===== config.mk =====
export PLATFORM = sky130hd
export DESIGN_NAME = ddr3_user_bridge
export DESIGN_NICKNAME = d
export VERILOG_FILES = /design/src/rtl/ddr3_bridge_defines_pkg.sv /design/src/rtl/ddr3_user_bridge.sv
export SDC_FILE = /design/constraint.sdc
export NUM_CORES = 1
export LEC_CHECK = 0
export CORE_MARGIN = 4
export CORE_UTILIZATION = 25
export CTS_CLUSTER_DIAMETER = 100
export CTS_CLUSTER_SIZE = 12
export DETAILED_ROUTE_END_ITERATION = 8
export DONT_BUFFER_PORTS = 1
export SYNTH_ARGS = -nofsm -noshare
export SYNTH_HDL_FRONTEND = slang
export SYNTH_SLANG_ARGS = --single-unit

===== constraint.sdc =====
create_clock -name clk -period 3.5 [get_ports clk]
set_input_delay 0.875 -clock clk [delete_from_list [all_inputs] [get_ports clk]]
set_output_delay 0.875 -clock clk [all_outputs]
set_load 0.005 [all_outputs]

===== src/rtl/ddr3_bridge_defines_pkg.sv =====
// Shared definitions for the DDR3 user bridge and any ddr3_controller
// wrapper that needs to decode the bridge state or address width.
package ddr3_bridge_defines_pkg;

    localparam int ADDR_W = 28;
    localparam int DATA_W = 32;

    typedef enum logic [2:0] {
        IDLE     = 3'd0,
        WR_GRAB  = 3'd1,
        WR_FILL  = 3'd2,
        WR_FLUSH = 3'd3,
        RD_GRAB  = 3'd4,
        RD_DATA  = 3'd5,
        RD_STOP  = 3'd6
    } bridge_state_e;

endpackage


===== src/rtl/ddr3_user_bridge.sv =====
// Bridges word-count read/write requests onto a ping-pong inbound FIFO
// (writes toward DDR3) and a single outbound FIFO (reads from DDR3).
// Writes are split into FIFO-sized fills; reads into FIFO-sized drains.
module ddr3_user_bridge
    import ddr3_bridge_defines_pkg::*;
#(
    parameter int CNT_W = 24
) (
    input  logic              clk,
    input  logic              rst,
    input  logic              req_valid,
    output logic              req_ready,
    input  logic              req_write,
    input  logic [ADDR_W-1:0] req_address,
    input  logic [CNT_W-1:0]  req_count,
    input  logic [DATA_W-1:0] wdata,
    input  logic              wdata_valid,
    output logic              wdata_ready,
    output logic [DATA_W-1:0] rdata,
    output logic              rdata_valid,
    input  logic              rdata_ready,
    output logic              busy,
    output logic              done,
    output logic [ADDR_W-1:0] write_address,
    output logic              write_en,
    output logic [ADDR_W-1:0] read_address,
    output logic              read_en,
    output logic              if_write_strobe,
    output logic [DATA_W-1:0] if_write_data,
    input  logic [1:0]        if_write_ready,
    output logic [1:0]        if_write_activate,
    input  logic [CNT_W-1:0]  if_write_fifo_size,
    input  logic              if_starved,
    output logic              of_read_strobe,
    input  logic              of_read_ready,
    output logic              of_read_activate,
    input  logic [CNT_W-1:0]  of_read_size,
    input  logic [DATA_W-1:0] of_read_data
);

    bridge_state_e     state_q;
    logic              ready_en_q;     // low until the first edge after reset release
    logic [ADDR_W-1:0] write_address_q;
    logic [ADDR_W-1:0] read_address_q;
    logic              write_en_q;
    logic              read_en_q;
    logic [1:0]        wr_act_q;
    logic              rd_act_q;
    logic              done_q;
    logic [CNT_W-1:0]  remaining_q;
    logic [CNT_W-1:0]  fill_q;         // words written into the current inbound buffer
    logic [CNT_W-1:0]  rcount_q;       // words taken from the current outbound grab

    logic wr_room;
    logic rd_room;

    // A data beat may move only while the current buffer has room and words remain.
    assign wr_room = (fill_q < if_write_fifo_size) && (remaining_q != '0);
    assign rd_room = (rcount_q < of_read_size) && (remaining_q != '0);

    assign req_ready         = (state_q == IDLE) && ready_en_q;
    assign wdata_ready       = (state_q == WR_FILL) && wr_room;
    assign if_write_strobe   = wdata_valid && wdata_ready;
    assign if_write_data     = wdata;
    assign rdata             = of_read_data;
    assign rdata_valid       = (state_q == RD_DATA) && rd_room;
    assign of_read_strobe    = rdata_valid && rdata_ready;
    assign busy              = (state_q != IDLE);
    assign done              = done_q;
    assign write_address     = write_address_q;
    assign read_address      = read_address_q;
    assign write_en          = write_en_q;
    assign read_en           = read_en_q;
    assign if_write_activate = wr_act_q;
    assign of_read_activate  = rd_act_q;

    // Transfer sequencer: request accept, FIFO grab/fill/drain, completion pulse.
    always_ff @(posedge clk or negedge rst) begin
        if (!rst) begin
            state_q         <= IDLE;
            ready_en_q      <= 1'b0;
            write_address_q <= '0;
            read_address_q  <= '0;
            write_en_q      <= 1'b0;
            read_en_q       <= 1'b0;
            wr_act_q        <= 2'b00;
            rd_act_q        <= 1'b0;
            done_q          <= 1'b0;
            remaining_q     <= '0;
            fill_q          <= '0;
            rcount_q        <= '0;
        end else begin
            ready_en_q <= 1'b1;
            done_q     <= 1'b0;
            case (state_q)
                IDLE: begin
                    if (req_valid && req_ready) begin
                        if (req_count == '0) begin
                            // Empty request completes immediately without touching the controller.
                            done_q <= 1'b1;
                        end else if (req_write) begin
                            write_address_q <= req_address;
                            remaining_q     <= req_count;
                            write_en_q      <= 1'b1;
                            state_q         <= WR_GRAB;
                        end else begin
                            read_address_q <= req_address;
                            remaining_q    <= req_count;
                            read_en_q      <= 1'b1;
                            state_q        <= RD_GRAB;
                        end
                    end
                end
                WR_GRAB: begin
                    // Prefer buffer 0 whenever it is free.
                    if ((if_write_ready != 2'b00) && (wr_act_q == 2'b00)) begin
                        wr_act_q <= if_write_ready[0] ? 2'b01 : 2'b10;
                        fill_q   <= '0;
                        state_q  <= WR_FILL;
                    end
                end
                WR_FILL: begin
                    if (if_write_strobe) begin
                        fill_q      <= fill_q + CNT_W'(1);
                        remaining_q <= remaining_q - CNT_W'(1);
                    end else if (!wr_room) begin
                        // Buffer full or request exhausted: hand the buffer to the controller.
                        wr_act_q <= 2'b00;
                        if (remaining_q != '0) begin
                            state_q <= WR_GRAB;
                        end else begin
                            write_en_q <= 1'b0;
                            state_q    <= WR_FLUSH;
                        end
                    end
                end
                WR_FLUSH: begin
                    // Completion waits until the controller has drained both buffers.
                    if (if_starved) begin
                        done_q  <= 1'b1;
                        state_q <= IDLE;
                    end
                end
                RD_GRAB: begin
                    if (of_read_ready && !rd_act_q) begin
                        rd_act_q <= 1'b1;
                        rcount_q <= '0;
                        state_q  <= RD_DATA;
                    end
                end
                RD_DATA: begin
                    if (of_read_strobe) begin
                        rcount_q    <= rcount_q + CNT_W'(1);
                        remaining_q <= remaining_q - CNT_W'(1);
                        if (remaining_q == CNT_W'(1)) begin
                            // Last word: stop the controller; any prefetched surplus is dropped.
                            read_en_q <= 1'b0;
                            rd_act_q  <= 1'b0;
                            state_q   <= RD_STOP;
                        end else if ((rcount_q + CNT_W'(1)) >= of_read_size) begin
                            rd_act_q <= 1'b0;
                            state_q  <= RD_GRAB;
                        end
                    end
                end
                RD_STOP: begin
                    done_q  <= 1'b1;
                    state_q <= IDLE;
                end
                default: state_q <= IDLE;
            endcase
        end
    end

endmodule

==> results.txt <==
Floorplan die height: 201 µm
Run status: finished, final reports clean
Initial antenna violation count: 0
Ys async rst share: 100%
All-Layer GR Usage: 13.3%
Relative max-transition margin: 51.1%
Via count of the first global-routing pass: 7,605
Total leakage power: 4.88 nW
Antenna cells: 0
Achievable clock frequency: 0.288 GHz
Maximum number of pins on one net before global-route repair: 139
Share of final-layout standard cells stronger than drive strength 1: 22.6%
Final net count: 1,254
Largest vdd supply drop: 0.474 mV
Cell area after synthesis: 0.00934 mm²
Crit. End Element: output port
Number of standard cells in the layout, taps in and fillers out: 1,486
Routed len/inst: 18.7 µm
Row cnt: 70
Commonest non-fill, non-tap cell in the layout: sky130_fd_sc_hd__dfrtp_1
GRT overflow: 0
Power density over the cells: 611 mW/mm²
Die Width: 201 µm
R2r startpoint: rcount_q[0]
Placed instance count: 1,450
Post-Route Utilization: 29.1%
Critical path class: primary input to output port
Final critical-path required period: 3.47 ns
Net count after synthesis: 1,247
First drt pass iteration count: 5
Measured slew at the worst slew-check pin: 0.725 ns
Clock tree from TritonCTS: yes
Final HPWL DP: 20,800 µm
Area added between synthesis and finish: 14.6%
Number of CTS-inserted buffers: 17
Sequential cell area fraction in the yosys report: 37.0%
CP Data Arrival Time: 2.59 ns
Finish-stage setup viols: 0
Total detailed-routing wirelength: 27,700 µm
Critical path startpoint category: primary input
Max_cap viols: 0
Cell at the root of the clock tree: sky130_fd_sc_hd__clkbuf_16
Skew final: 0.0114 ns
Overall power consumption: 6.54 mW
Setup TNS: 0 ns
HP Class: primary input to asynchronous set/reset pin
Placer Congestion: 0.809
Largest driver fanout on the critical path: 4
Required time reported for the critical path endpoint: 2.62 ns
Antenna viol nets, final: 0
Die footprint: 0.0405 mm²
Post-synthesis cell type count: 65
RSZ-0062 raised after global routing: yes
Hold buffer count at cts: 0
Highest-count cells in the layout ignoring fill and taps: sky130_fd_sc_hd__dfrtp_1, sky130_fd_sc_hd__buf_4, sky130_fd_sc_hd__ha_1
Insertion delay to the later sink of the worst-skew pair: 0.43 ns
Average vias per placed instance: 5.06
Starting Density: 25.4%
Total DRC errors in the routed layout: 0
Worst setup path startpoint: of_read_size[21]
Clk slew on worst S/H paths: 0.07 ns
Port Buf Inserts: 0
Number of enable-type register cells in the synthesized netlist: 0
CTS HTree Levels: 4
Top-Level Pins: 306
#FFs+latches synth: 138
Global-route wire length before repair: 42,900 µm
Num Clock Sinks: 138
Via count of the routed design: 7,517
Buffer levels on the longest clock path: 2
Primary flip-flop cell chosen by synthesis mapping: sky130_fd_sc_hd__dfrtp_1
Cells after Synth: 998
Syn Area/Cell: 9.36 µm²
Final Slew Violations: 0
Hold violation count in the final report: 0
Final cycle utilization of the critical path: 99.1%
1st-iter DRT viols: 432
Count of warnings emitted by yosys: 0
Floorplan core area: 0.0367 mm²
## synthesized netlist by cell type, types with 3 or more instances
| cell | number | area, µm² |
|---|---|---|
| sky130_fd_sc_hd__ha_1 | 75 | 938 |
| sky130_fd_sc_hd__o211ai_1 | 12 | 90.1 |
| sky130_fd_sc_hd__a21o_1 | 10 | 75.1 |
| sky130_fd_sc_hd__o21a_1 | 3 | 22.5 |
| sky130_fd_sc_hd__nor4_1 | 21 | 131 |
| sky130_fd_sc_hd__buf_2 | 6 | 30.0 |
| sky130_fd_sc_hd__a2111oi_0 | 3 | 26.3 |
| sky130_fd_sc_hd__a22oi_1 | 5 | 37.5 |
| sky130_fd_sc_hd__a31oi_1 | 6 | 37.5 |
| sky130_fd_sc_hd__nor2_1 | 59 | 221 |
| sky130_fd_sc_hd__inv_1 | 69 | 259 |
| sky130_fd_sc_hd__a22o_1 | 15 | 131 |
| sky130_fd_sc_hd__buf_4 | 65 | 488 |
| sky130_fd_sc_hd__or3_1 | 9 | 56.3 |
| sky130_fd_sc_hd__a211oi_1 | 11 | 82.6 |
| sky130_fd_sc_hd__nand2b_1 | 10 | 62.6 |
| sky130_fd_sc_hd__nand3_1 | 25 | 125 |
| sky130_fd_sc_hd__o2111ai_1 | 5 | 43.8 |
| sky130_fd_sc_hd__nand2_1 | 67 | 251 |
| sky130_fd_sc_hd__mux2i_1 | 4 | 40.0 |
| sky130_fd_sc_hd__nand4_1 | 18 | 113 |
| sky130_fd_sc_hd__o31ai_1 | 31 | 233 |
| sky130_fd_sc_hd__buf_1 | 3 | 11.3 |
| sky130_fd_sc_hd__nor3_1 | 28 | 140 |
| sky130_fd_sc_hd__xor2_1 | 11 | 96.3 |
| sky130_fd_sc_hd__o22ai_1 | 4 | 25.0 |
| sky130_fd_sc_hd__and3_1 | 12 | 75.1 |
| sky130_fd_sc_hd__clkbuf_1 | 24 | 90.1 |
| sky130_fd_sc_hd__or4_1 | 19 | 143 |
| sky130_fd_sc_hd__o221ai_1 | 3 | 26.3 |
| sky130_fd_sc_hd__a2bb2oi_1 | 8 | 70.1 |
| sky130_fd_sc_hd__or2_2 | 3 | 18.8 |
| sky130_fd_sc_hd__xnor2_1 | 12 | 105 |
| sky130_fd_sc_hd__o21ai_0 | 43 | 215 |
| sky130_fd_sc_hd__and2_1 | 8 | 50.1 |
| sky130_fd_sc_hd__dfrtp_1 | 138 | 3450 |
| sky130_fd_sc_hd__mux2_2 | 58 | 653 |
| sky130_fd_sc_hd__o21ai_2 | 10 | 87.6 |
| sky130_fd_sc_hd__a21oi_1 | 52 | 260 |
## power by group
part | switching (mW) | total, mW | internal, mW
Clock | 0.815 | 1.75 | 0.931
Combinational | 1.13 | 2.13 | 1.01
Sequential | 0.550 | 2.66 | 2.11
Total | 2.49 | 6.54 | 4.05
## area by class of cell
type                    count  area (µm²)
multi-input cells         689        5130
repair buffers             89         697
clock buffers              17         425
well taps                 468         586
flip-flops and latches    138        3460
clock inverters            15         130
inverters                  70         267
fillers                  3831       26000
## state kept, by name, summed over array words and instances, names as in the netlist
signal             flops
remaining_q           24
read_address          28
rcount_q              24
write_address         28
read_en                1
state_q                3
fill_q                24
done                   1
write_en               1
if_write_activate      2
of_read_activate       1
ready_en_q             1
## timing repair
item                                    4_1_cts  5_1_grt
endpoints found under the hold margin         0        0
resized for setup                             4       31
pin swaps                                     1        9
setup buffers                                 0        4
endpoints found under the setup margin        4        7
## worst max-delay path, cell delays in order
cell,delay (ns)
sky130_fd_sc_hd__clkinvlp_4,0.10
sky130_fd_sc_hd__ha_4,0.24
sky130_fd_sc_hd__a21oi_2,0.13
sky130_fd_sc_hd__o21ai_1,0.07
sky130_fd_sc_hd__or3_1,0.41
sky130_fd_sc_hd__or3_4,0.45
sky130_fd_sc_hd__nor3_4,0.31
## stage by stage
step           instance area (µm²)  setup slack (ns)  hold WS [ns]
6_report                     10700            0.0326         0.132
5_1_grt                      10700           -0.0653        0.0952
4_1_cts                      10500            0.0121         0.104
3_5_place_dp                  9960           -0.0589         0.514
3_3_place_gp                  9960          -0.00443         0.494
2_1_floorplan                 9370           -0.0184         0.471
## kinds of logic (layout without fill, tap and decap cells)
| logic type | Yosys count | after routing | synth area share, % |
|---|---|---|---|
| and+or+nand+nor | 294 | 294 | 16.7 |
| AOI/OAI and AO/OA | 234 | 234 | 16.9 |
| muxes | 62 | 62 | 7.42 |
| adders and majority gates | 75 | 75 | 10.1 |
| other | 1 | 1 | 0.0402 |
| DFF | 138 | 138 | 37.0 |
| xor gates and xnor gates | 23 | 23 | 2.16 |
| buffers and inverters | 171 | 191 | 9.74 |
## per-layer routing
metal  routed length [µm]  vias to the layer above  GRT usage [%]
met1                11800                     3601           17.2
li1                     -                     3605              -
met5                    0                        -              0
met3                 2380                       38           4.56
met4                  759                        0           5.15
met2                12700                      273           20.6
## worst paths after layout
check,depth (start not counted),slack [ns],to
max reg2reg,15,0.14,state_q[0]
max in group asynchronous,0,3.21,fill_q[4]
min reg2reg,2,0.54,remaining_q[8]
min in group clk,1,0.52,if_write_activate[1]
min,0,0.13,read_address[10]
max,7,0.03,of_read_strobe
No activity file was read; power rests on OpenSTA's default activity.
